## src/rtl/fp32_pkg.sv

```systemverilog
// fp32_pkg: shared definitions for the binary32 divider datapath.
//   - FSM state enum used by fp32_divider
//   - flag bundle struct (nan / inf / div-by-zero / overflow / underflow)
//   - binary32 constants: quiet NaN, infinity magnitude, exponent bias
//   - field width constants
package fp32_pkg;

    localparam int FP32_EXP_W  = 8;
    localparam int FP32_MANT_W = 23;
    localparam int FP32_BIAS   = 127;
    // Quotient bits produced by the restoring core: 1 integer bit,
    // 23 mantissa bits, guard bit and one extra bit feeding sticky.
    localparam int FP32_Q_W    = 26;

    localparam logic [31:0] FP32_QNAN = 32'h7FC0_0000;
    localparam logic [31:0] FP32_INF  = 32'h7F80_0000;

    typedef enum logic [2:0] {
        IDLE,
        CHECK,
        DIVIDE,
        NORMALIZE,
        DONE
    } state_t;

    typedef struct packed {
        logic nan;
        logic inf;
        logic dbz;
        logic ovf;
        logic unf;
    } fp32_flags_t;

endpackage

```

## src/rtl/fp32_mant_divider.sv

```systemverilog
// fp32_mant_divider: restoring mantissa divider, one quotient bit per cycle.
// A load captures the operands; the core then runs exactly FP32_Q_W
// iterations on its own and holds the result until the next load.
// Ports:
//   clk, rst     clock and synchronous active-high reset
//   load         capture dividend/divisor, clear quotient and counter
//   dividend     {1'b0, 1'b1, mantissa_a}
//   divisor      {1'b1, mantissa_b}
//   q            quotient bits, MSB first
//   rem_nonzero  final remainder is nonzero (feeds sticky)
//   last         high during the cycle whose edge performs the final iteration
module fp32_mant_divider
    import fp32_pkg::*;
(
    input  logic                   clk,
    input  logic                   rst,
    input  logic                   load,
    input  logic [FP32_MANT_W+1:0] dividend,
    input  logic [FP32_MANT_W:0]   divisor,
    output logic [FP32_Q_W-1:0]    q,
    output logic                   rem_nonzero,
    output logic                   last
);

    localparam logic [4:0] LAST_CNT = 5'(FP32_Q_W - 1);

    logic [FP32_MANT_W+1:0] rem_reg;
    logic [FP32_MANT_W:0]   div_reg;
    logic [FP32_Q_W-1:0]    q_reg;
    logic [4:0]             cnt_reg;
    logic                   active_reg;

    logic [FP32_MANT_W+1:0] sub;
    logic                   ge;
    logic [FP32_MANT_W+1:0] rem_next;

    // The remainder always stays below twice the divisor (both mantissas
    // carry a hidden one), so the trial subtraction borrows exactly when
    // rem < div and its top bit doubles as the compare result.
    assign sub      = rem_reg - {1'b0, div_reg};
    assign ge       = ~sub[FP32_MANT_W+1];
    assign rem_next = ge ? {sub[FP32_MANT_W:0], 1'b0}
                         : {rem_reg[FP32_MANT_W:0], 1'b0};

    always_ff @(posedge clk) begin
        if (rst) begin
            rem_reg    <= '0;
            div_reg    <= '0;
            q_reg      <= '0;
            cnt_reg    <= '0;
            active_reg <= 1'b0;
        end else if (load) begin
            rem_reg    <= dividend;
            div_reg    <= divisor;
            q_reg      <= '0;
            cnt_reg    <= '0;
            active_reg <= 1'b1;
        end else if (active_reg) begin
            q_reg   <= {q_reg[FP32_Q_W-2:0], ge};
            rem_reg <= rem_next;
            if (cnt_reg == LAST_CNT) begin
                active_reg <= 1'b0;
            end else begin
                cnt_reg <= cnt_reg + 5'd1;
            end
        end
    end

    assign q           = q_reg;
    assign rem_nonzero = |rem_reg;
    assign last        = active_reg && (cnt_reg == LAST_CNT);

endmodule

```

## src/rtl/fp32_divider.sv

```systemverilog
// fp32_divider: sequential IEEE 754 binary32 divider (a_i / b_i).
// Subnormal operands are treated as zero; special operands resolve in two
// cycles, normal operands in 29 cycles (CHECK, 26 x DIVIDE, NORMALIZE, DONE).
// Build option: define FP32_DIV_ROUND_EN for round-to-nearest-even;
// otherwise the mantissa is truncated. Latency is the same either way.
// Ports:
//   clk, rst       clock and synchronous active-high reset
//   start_i        request a division (only honoured in IDLE)
//   a_i, b_i       dividend and divisor, captured on acceptance
//   quotient_o     registered result, held until the next completion
//   done_o         one-cycle completion pulse
//   busy_o         high from the cycle after acceptance through DONE
//   nan_o, infinit_o, div_by_zero_o, overflow_o, underflow_o  result flags
module fp32_divider
    import fp32_pkg::*;
(
    input  logic        clk,
    input  logic        rst,
    input  logic        start_i,
    input  logic [31:0] a_i,
    input  logic [31:0] b_i,
    output logic [31:0] quotient_o,
    output logic        done_o,
    output logic        busy_o,
    output logic        nan_o,
    output logic        infinit_o,
    output logic        div_by_zero_o,
    output logic        overflow_o,
    output logic        underflow_o
);

`ifdef FP32_DIV_ROUND_EN
    localparam logic ROUND_EN = 1'b1;
`else
    localparam logic ROUND_EN = 1'b0;
`endif

    localparam logic signed [9:0] BIAS_S  = 10'(FP32_BIAS);
    localparam logic [7:0]        EXP_MAX = 8'hFF;

    state_t             state_reg, state_next;
    logic [31:0]        a_reg, b_reg;
    logic signed [9:0]  exp_reg;
    logic [31:0]        quotient_reg;
    fp32_flags_t        flags_reg;

    // Operand unpacking, index 0 = dividend, index 1 = divisor.
    logic [31:0]             opnd    [2];
    logic [FP32_EXP_W-1:0]   op_exp  [2];
    logic [FP32_MANT_W-1:0]  op_mant [2];
    logic                    op_zero [2];
    logic                    op_inf  [2];
    logic                    op_nan  [2];

    assign opnd[0] = a_reg;
    assign opnd[1] = b_reg;

    generate
        for (genvar gi = 0; gi < 2; gi++) begin : g_unpack
            assign op_exp[gi]  = opnd[gi][30:23];
            assign op_mant[gi] = opnd[gi][22:0];
            // Exponent 0 covers both true zero and subnormals (flushed).
            assign op_zero[gi] = (op_exp[gi] == '0);
            assign op_inf[gi]  = (op_exp[gi] == EXP_MAX) && (op_mant[gi] == '0);
            assign op_nan[gi]  = (op_exp[gi] == EXP_MAX) && (op_mant[gi] != '0);
        end
    endgenerate

    logic sign;
    assign sign = a_reg[31] ^ b_reg[31];

    // ---------------------------------------------------------------
    // Special-case decode (evaluated during CHECK)
    // ---------------------------------------------------------------
    logic        special;
    logic [31:0] special_q;
    fp32_flags_t special_flags;

    always_comb begin
        special       = 1'b1;
        special_q     = '0;
        special_flags = '0;
        if (op_nan[0] || op_nan[1] || (op_zero[0] && op_zero[1]) ||
            (op_inf[0] && op_inf[1])) begin
            special_q         = FP32_QNAN;
            special_flags.nan = 1'b1;
        end else if (op_inf[0]) begin
            special_q         = {sign, FP32_INF[30:0]};
            special_flags.inf = 1'b1;
        end else if (op_zero[1]) begin
            special_q         = {sign, FP32_INF[30:0]};
            special_flags.dbz = 1'b1;
        end else if (op_zero[0] || op_inf[1]) begin
            special_q = {sign, 31'd0};
        end else begin
            special = 1'b0;
        end
    end

    logic signed [9:0] exp_calc;
    assign exp_calc = $signed({2'b00, op_exp[0]}) - $signed({2'b00, op_exp[1]}) + BIAS_S;

    // ---------------------------------------------------------------
    // Mantissa divider core
    // ---------------------------------------------------------------
    logic                core_load;
    logic [FP32_Q_W-1:0] q;
    logic                rem_nonzero;
    logic                core_last;

    fp32_mant_divider u_mant_divider (
        .clk         (clk),
        .rst         (rst),
        .load        (core_load),
        .dividend    ({1'b0, 1'b1, op_mant[0]}),
        .divisor     ({1'b1, op_mant[1]}),
        .q           (q),
        .rem_nonzero (rem_nonzero),
        .last        (core_last)
    );

    // ---------------------------------------------------------------
    // Normalize, round, range check and pack (evaluated in NORMALIZE)
    // ---------------------------------------------------------------
    logic [FP32_Q_W-2:0] q_norm;
    logic signed [9:0]   exp_norm;
    logic signed [9:0]   exp_final;
    logic                guard;
    logic                sticky;
    logic                round_up;
    logic [23:0]         mant_sum;
    logic [31:0]         norm_q;
    fp32_flags_t         norm_flags;

    always_comb begin
        // Quotient of two [1,2) mantissas lies in (0.5, 2): at most one
        // left shift brings the leading one to bit 25.
        q_norm   = q[25] ? q[24:0] : {q[23:0], 1'b0};
        exp_norm = q[25] ? exp_reg : exp_reg - 10'sd1;
        guard    = q_norm[1];
        sticky   = q_norm[0] | rem_nonzero;
        round_up = ROUND_EN & guard & (sticky | q_norm[2]);
        // A carry out of the 23-bit mantissa leaves sum[22:0] all zero,
        // which is exactly the rolled-over mantissa.
        mant_sum  = {1'b0, q_norm[24:2]} + {23'd0, round_up};
        exp_final = mant_sum[23] ? exp_norm + 10'sd1 : exp_norm;

        norm_flags = '0;
        norm_q     = {sign, exp_final[7:0], mant_sum[22:0]};
        if (exp_final >= 10'sd255) begin
            norm_q         = {sign, FP32_INF[30:0]};
            norm_flags.ovf = 1'b1;
        end else if (exp_final <= 10'sd0) begin
            norm_q         = {sign, 31'd0};
            norm_flags.unf = 1'b1;
        end
    end

    // ---------------------------------------------------------------
    // FSM
    // ---------------------------------------------------------------
    always_comb begin
        state_next = state_reg;
        core_load  = 1'b0;
        case (state_reg)
            IDLE: begin
                if (start_i) begin
                    state_next = CHECK;
                end
            end
            CHECK: begin
                if (special) begin
                    state_next = DONE;
                end else begin
                    state_next = DIVIDE;
                    core_load  = 1'b1;
                end
            end
            DIVIDE: begin
                if (core_last) begin
                    state_next = NORMALIZE;
                end
            end
            NORMALIZE: state_next = DONE;
            DONE:      state_next = IDLE;
            default:   state_next = IDLE;
        endcase
    end

    always_ff @(posedge clk) begin
        if (rst) begin
            state_reg    <= IDLE;
            a_reg        <= '0;
            b_reg        <= '0;
            exp_reg      <= '0;
            quotient_reg <= '0;
            flags_reg    <= '0;
        end else begin
            state_reg <= state_next;
            case (state_reg)
                IDLE: begin
                    if (start_i) begin
                        a_reg     <= a_i;
                        b_reg     <= b_i;
                        flags_reg <= '0;
                    end
                end
                CHECK: begin
                    exp_reg <= exp_calc;
                    if (special) begin
                        quotient_reg <= special_q;
                        flags_reg    <= special_flags;
                    end
                end
                NORMALIZE: begin
                    quotient_reg <= norm_q;
                    flags_reg    <= norm_flags;
                end
                default: ;
            endcase
        end
    end

    assign quotient_o    = quotient_reg;
    assign done_o        = (state_reg == DONE);
    assign busy_o        = (state_reg != IDLE);
    assign nan_o         = flags_reg.nan;
    assign infinit_o     = flags_reg.inf;
    assign div_by_zero_o = flags_reg.dbz;
    assign overflow_o    = flags_reg.ovf;
    assign underflow_o   = flags_reg.unf;

endmodule

```

## config.mk

```make
export PLATFORM = sky130hd
export DESIGN_NAME = fp32_divider
export DESIGN_NICKNAME = d
export VERILOG_FILES = /design/src/rtl/fp32_pkg.sv /design/src/rtl/fp32_mant_divider.sv /design/src/rtl/fp32_divider.sv
export SDC_FILE = /design/constraint.sdc
export NUM_CORES = 1
export LEC_CHECK = 0
export BUFFER_PORTS_ARGS = -buffer_cell sky130_fd_sc_hd__buf_2
export CORE_MARGIN = 4
export CORE_UTILIZATION = 45
export DETAILED_ROUTE_END_ITERATION = 8
export PLACE_DENSITY = 0.69
export SETUP_SLACK_MARGIN = 0.1
export SYNTH_ARGS = -nofsm -noshare
export SYNTH_HDL_FRONTEND = slang
export SYNTH_SLANG_ARGS = --single-unit
export TNS_END_PERCENT = 5
```

## constraint.sdc

```tcl
create_clock -name clk -period 4.7 [get_ports clk]
set_clock_uncertainty 0.15 [all_clocks]
set_input_delay 0.235 -clock clk [delete_from_list [all_inputs] [get_ports clk]]
set_output_delay 0.235 -clock clk [all_outputs]
set_load 0.02 [all_outputs]
```

# Yosys cells after proc, flatten, opt, wreduce, memory -nomap -nowiden
# Index checks and enable logic that the tools add are counted.
# W data, S select, Z words.
# word_totals
reg_bits	195
latch_bits	0
rom_bits	0
input_bits	67
out_inout_bits	39
n_memories	0
word_cells	101
ramBits	0
# classes
n_div	0
n_reduce_logical	28
n_addsub	5
shifts	0
n_mul	0
n_eq_ne	10
n_mux	37
n_lt_le_gt_ge	2
bitwise_logic	3
# ops
cell	count
$mux W32	5
$pmux W32 S2	1
$mux W31	2
$mux W25	2
$mux W24	2
$logic_not A23 Y1	2
$reduce_bool A23 Y1	2
$sub A25 B24 Y25	1
$eq A8 B8 Y1 const B	2
$logic_not A8 Y1	2
$mux W1	16
$pmux W5 S3	1
$pmux W3 S4	1
$add A9 B8 Y10 const B	1
$ge A10 B9 Y1 const B	1
$le A10 B1 Y1 const B	1
$mux W10	1
$mux W5	2
$sub A10 B2 Y10 const B	1
$mux W3	3
$sub A8 B8 Y9	1
$reduce_and A2 Y1	4
$logic_and A1 B1 Y1	7
$eq A3 B2 Y1 const B	2
14 further kinds	22

# Depth between registers and ports, before layout
# depth
ltp_word	10
ltp_mapped	13
mapped_depth_nobuf	12

# Cells and area by module
# From an unflattened synthesis, not the netlist that was laid out.
# hier_totals
cells_unflattened	1238
hier_area_um2	10147.2
# modules_own_cells
mod	cells_each	seq_area_each_um2	n_inst	area_each_um2
fp32_divider	696	2282.2	1	5510.3
fp32_mant_divider	542	1621.6	1	4636.9

# Worst setup path before layout
# No wires, ideal clock.
# synth_timing
kind	register to register
from	reg exp_reg[0]
to	reg quotient_reg[2] (netlist: quotient_o[2])
required_ns	4.422
path_buffers	2
setup_time_ns	0.128
setup_slack_ns	1.820
path_stages_with_launch	13
arrival_time_ns	2.603
synth_period_minus_slack_ns	2.880
cell_sequence	dfxtp_1 -> buf_2 -> inv_1 -> ha_1 -> nor3b_1 -> nand3b_1 -> xnor2_1 -> or4_1 -> o31a_1 -> and2b_4 -> buf_4 -> a22oi_1 -> nor2_1
# synth_via
elab_chain_len	6
word_cells_on_any_way	7
# synth_lines
item	line_no	source
start: declaration	fp32_divider.sv:43	logic signed [9:0] exp_reg;
start signal: assignment	fp32_divider.sv:209	exp_reg <= exp_calc;
$sub A10 B2 Y10	fp32_divider.sv:139	exp_norm = q[25] ? exp_reg : exp_reg - 10'sd1;
$mux W10 *	fp32_divider.sv:139	
$le A10 B1 Y1	fp32_divider.sv:153	end else if (exp_final <= 10'sd0) begin
$mux W31	fp32_divider.sv:153	
$mux W31 *	fp32_divider.sv:150	if (exp_final >= 10'sd255) begin
$pmux W32 S2 *	fp32_divider.sv:200	case (state_reg)
end signal: assignment	fp32_divider.sv:211	quotient_reg <= special_q;
end signal: assignment	fp32_divider.sv:216	quotient_reg <= norm_q;
end: declaration	fp32_divider.sv:44	logic [31:0] quotient_reg;
# Mark *: on every way between the ends. The rest lies on a longest branch, timed or not.
# A chain may end at the register's enable or synchronous reset.

# Final worst setup path
# layout_timing
from	reg u_mant_divider.rem_reg[0]
to	reg u_mant_divider.rem_reg[1]
# layout_via
elab_chain_len	4
# layout_lines
item	line_no	source
start: declaration	fp32_mant_divider.sv:27	logic [FP32_MANT_W+1:0] rem_reg;
start signal: assignment	fp32_mant_divider.sv:53	rem_reg <= dividend;
start signal: assignment	fp32_mant_divider.sv:60	rem_reg <= rem_next;
$sub A25 B24 Y25	fp32_mant_divider.sv:40	assign sub = rem_reg - {1'b0, div_reg};
$mux W25 *	fp32_mant_divider.sv:42	assign rem_next = ge ? {sub[FP32_MANT_W:0], 1'b0}
$mux W24 *	fp32_mant_divider.sv:58	end else if (active_reg) begin
$mux W24 *	fp32_mant_divider.sv:52	end else if (load) begin
# Mark *: on every way between the ends. The rest lies on a longest branch, timed or not. The select of a mux whose other input is x is not followed.

==> impl_metrics.csv <==
group,metric,value,unit
floorplan,start_util,45.8,%
yosys,ys_warn_count,0,
grt,track_usage,21.3,%
yosys,muxShareOfSynthArea,5.59,%
detailed_routing,drc,0,
clock_network,cts_tree,"done",
clock_network,clk_latency,440,ps
worst_hold_path,holdPathEnd,"state_reg[2]",
worst_hold_path,hp-class,"primary input to register",
setup_path,cp.depth,11,
floorplan,pin_count,106,
setup_path,cp_top_family,"compound AO/OA/AOI/OAI gates",
power,power.density,497,nW/µm²
timing,period_needed,3410,ps
worst_hold_path,min-delay-start,"start_i",
floorplan,dieHeight,157,µm
floorplan,row_count,54,
yosys,synthCells,1259,
floorplan,die_area,24700,µm²
yosys,ys_ff_latch,195,
setup_path,cp_max_fo,15,
layout,final_area,11900,µm²
clock_network,ctsLongestPathBuffers,2,
clock_network,cts_setup_buffers,0,
yosys,synthArstFlopShare,0,%
detailed_routing,drtIter0Drc,781,
setup_path,setup.worst_path.end_class,"register",
power,totalPowerFinal,5930,µW
placed_design,gp_congestion,0.899,
job,maxCapViolations,0,
grt,overflow,0,
yosys,yosys.area_share.simple,22.2,%
layout,nNetsFinal,1484,
layout,num-fill-cells,2031,
clock_network,cts_made_buffers,17,
detailed_routing,route.detailed.wl_per_inst,15.7,µm
timing,setup-tns-final,0,ps
timing,hold_viol,0,
yosys,syn-num-nets,1364,
layout,syn2layout_area_growth,19.2,%
detailed_routing,dr_total_vias,9268,
yosys,syn_area_per_cell,7.95,µm²
timing,setup_viol,0,
setup_path,worstSetupPathType,"register to register",
floorplan,core,21800,µm²
placed_design,placed_area,10700,µm²
detailed_routing,ant_nets,0,
yosys,synth_seq_area_share,39.0,%
grt,grt_first_pass_wirelength,43.4,mm
yosys,synthAdderAreaFrac,4.90,%
setup_path,crit_path_cell_trace,"inv_1, ha_1, fa_1, nand2b_1, a21oi_2, o41ai_2, o211ai_1, a21o_2, nand2_1, or3_1, a311oi_1",
setup_path,r2r_end,"u_mant_divider.rem_reg[1]",
clock_network,path_clk_slew,80,ps
power,vdd_drop_max,0.412,mV
timing,slew_viol_final,0,
timing,min_period_over_period,72.5,%
yosys,synthFlopType,"dfxtp_1",
yosys,synth_top_family_by_area,"simple AND/OR/NAND/NOR gates",
setup_path,r2r_cells,11,
placed_design,portBuffers,105,
clock_network,htree_levels,4,
yosys,synth_compound_area_share,19.6,%
setup_path,cpPeakStageDelay,460,ps
grt,grt_max_degree,84,
outcome,status,"completed",
setup_path,reg2reg_from,"u_mant_divider.rem_reg[0]",
yosys,synth-edff-count,0,
yosys,yosysUniqueCellTypes,76,
layout,drive_gt1_share,13.6,%
setup_path,critPathLaunch,"u_mant_divider.rem_reg[0]",
timing,max_slew_margin,24.8,%
detailed_routing,first_pass_iters,6,
setup_path,path_buf_inv,1,
yosys,synthXorXnorAreaFrac,3.68,%
detailed_routing,vias_per_cell,5.54,
yosys,syn-cell-area,10000,µm²
setup_path,r2r_setup_slack,1290,ps
timing,max_slew.worst_pin.slew,1130,ps
grt,grt_pass1_vias,8815,
timing,rsz0062_at_grt,"false",
setup_path,crit_slowest_cell,"or3_1",
detailed_routing,finalWirelength,26.2,mm
clock_network,clockRootBuffer,"clkbuf_16",
floorplan,die_w,157,µm
clock_network,cts.sinks,195,
grt,antenna_found_initial,0,
setup_path,required,4880,ps
timing,fmax,293,MHz
power,p_leak,0.00467,µW
placed_design,post-dp-hpwl,17.7,mm
worst_hold_path,holdPathStages,5,
setup_path,cp_data_arrival_time,3590,ps
setup_path,start_kind,"register",
-- worst reg2reg max path: stages (launching register included) --
cell and delay, ps:
dfxtp_1 330, inv_1 50, ha_1 190, fa_1 400, nand2b_1 190, a21oi_2 170
o41ai_2 130, o211ai_1 310, a21o_2 250, nand2_1 390, or3_1 460, a311oi_1 270
-- kinds of logic after synthesis --
family                   after synthesis
AO/OA/AOI/OAI                        315
XOR/XNOR                              42
adder cells (fa/ha/maj)               38
buffers and inverters                124
flip-flops                           195
multiplexers                          53
AND/OR/NAND/NOR                      492
-- area by class of cell --
type | instances | area [µm²] | share of cell area (%)
clock buffer | 17 | 425 | 3.57
clock inverter | 15 | 199 | 1.67
timing repair buffer | 178 | 1250 | 10.5
tap | 280 | 350 | 2.94
sequential | 195 | 3910 | 32.8
inverter | 47 | 176 | 1.48
multi-input combinational | 940 | 5610 | 47.1
antenna | 1 | 2.50 | 0.0210
-- power by group --
| part | leakage (µW) | total (µW) | switching [µW] | internal (µW) |
|---|---|---|---|---|
| Combinational | 0.00279 | 2480 | 1500 | 979 |
| Clock | 0.000300 | 1490 | 759 | 733 |
| Sequential | 0.00159 | 1950 | 152 | 1800 |
-- synth_stat cells, drive strengths merged, types with 15 or more instances --
| master | count | area [µm²] |
|---|---|---|
| ha | 36 | 450 |
| mux2i | 30 | 300 |
| a21oi | 144 | 724 |
| buf | 24 | 130 |
| nand3 | 19 | 100 |
| dfxtp | 195 | 3900 |
| nor3 | 25 | 125 |
| nor4 | 16 | 115 |
| nand4 | 15 | 93.8 |
| nor2 | 111 | 417 |
| a22oi | 26 | 195 |
| clkbuf | 53 | 200 |
| xnor2 | 28 | 245 |
| o21ai | 44 | 220 |
| mux2 | 23 | 259 |
| inv | 47 | 176 |
| nand2 | 239 | 897 |
-- timing repair --
item / 4_1_cts / 5_1_grt
endpoints found under the hold margin: 64 / 0
hold buffers: 64 / 0
resized for setup: 0 / 0
-- cells in the final DEF (no fill, tap or decap), drive strengths merged, types with 6 or more instances in the layout --
cell type	Yosys	routed
nand2	239	239
dfxtp	195	195
a21oi	144	144
buf	24	114
nor2	111	111
dlygate4sd3	0	64
inv	47	53
o21ai	44	44
ha	36	36
mux2i	30	30
xnor2	28	28
a22oi	26	26
nor3	25	25
mux2	23	23
nand3	19	19
clkbuf	53	17
nor4	16	16
nand4	15	15
xor2	14	14
o211ai	14	14
or3	12	12
a211oi	11	11
a21o	11	11
nand2b	9	9
and3	9	9
clkinv	0	9
o31ai	8	8
and2	8	8
a311oi	7	7
a31oi	7	7
or4	6	6
o21a	6	6
-- per-stage QoR --
| stage | worst slack, ps | util, % | cells | hold WS (ps) |
|---|---|---|---|---|
| after detailed placement | 1340 | 48.8 | 1576 | 297 |
| after global routing | 1080 | 54.6 | 1672 | 189 |
| final | 1290 | 54.6 | 1673 | 126 |
| after global placement | 1470 | 48.8 | 1576 | 289 |
| after CTS | 1320 | 54.6 | 1672 | 99.4 |
| after floorplan | 1820 | - | 1259 | 221 |
-- worst max-delay path by stage --
| stage | to | slack, ps |
|---|---|---|
| 4_1_cts | u_mant_divider.rem_reg[1] | 1320 |
| 6_report | u_mant_divider.rem_reg[1] | 1290 |
| 2_1_floorplan | quotient_o[2] | 1820 |
| 5_1_grt | u_mant_divider.rem_reg[2] | 1080 |
| 3_3_place_gp | u_mant_divider.rem_reg[1] | 1470 |
| 3_5_place_dp | u_mant_divider.rem_reg[1] | 1340 |
-- per-layer routing --
layer | GRT usage, % | routed length (µm)
met1 | 29.9 | 12500
met2 | 34.5 | 12000
met3 | 3.08 | 1190
met4 | 6.06 | 488
met5 | 0 | 0
No activity file was read; power rests on OpenSTA's default activity.
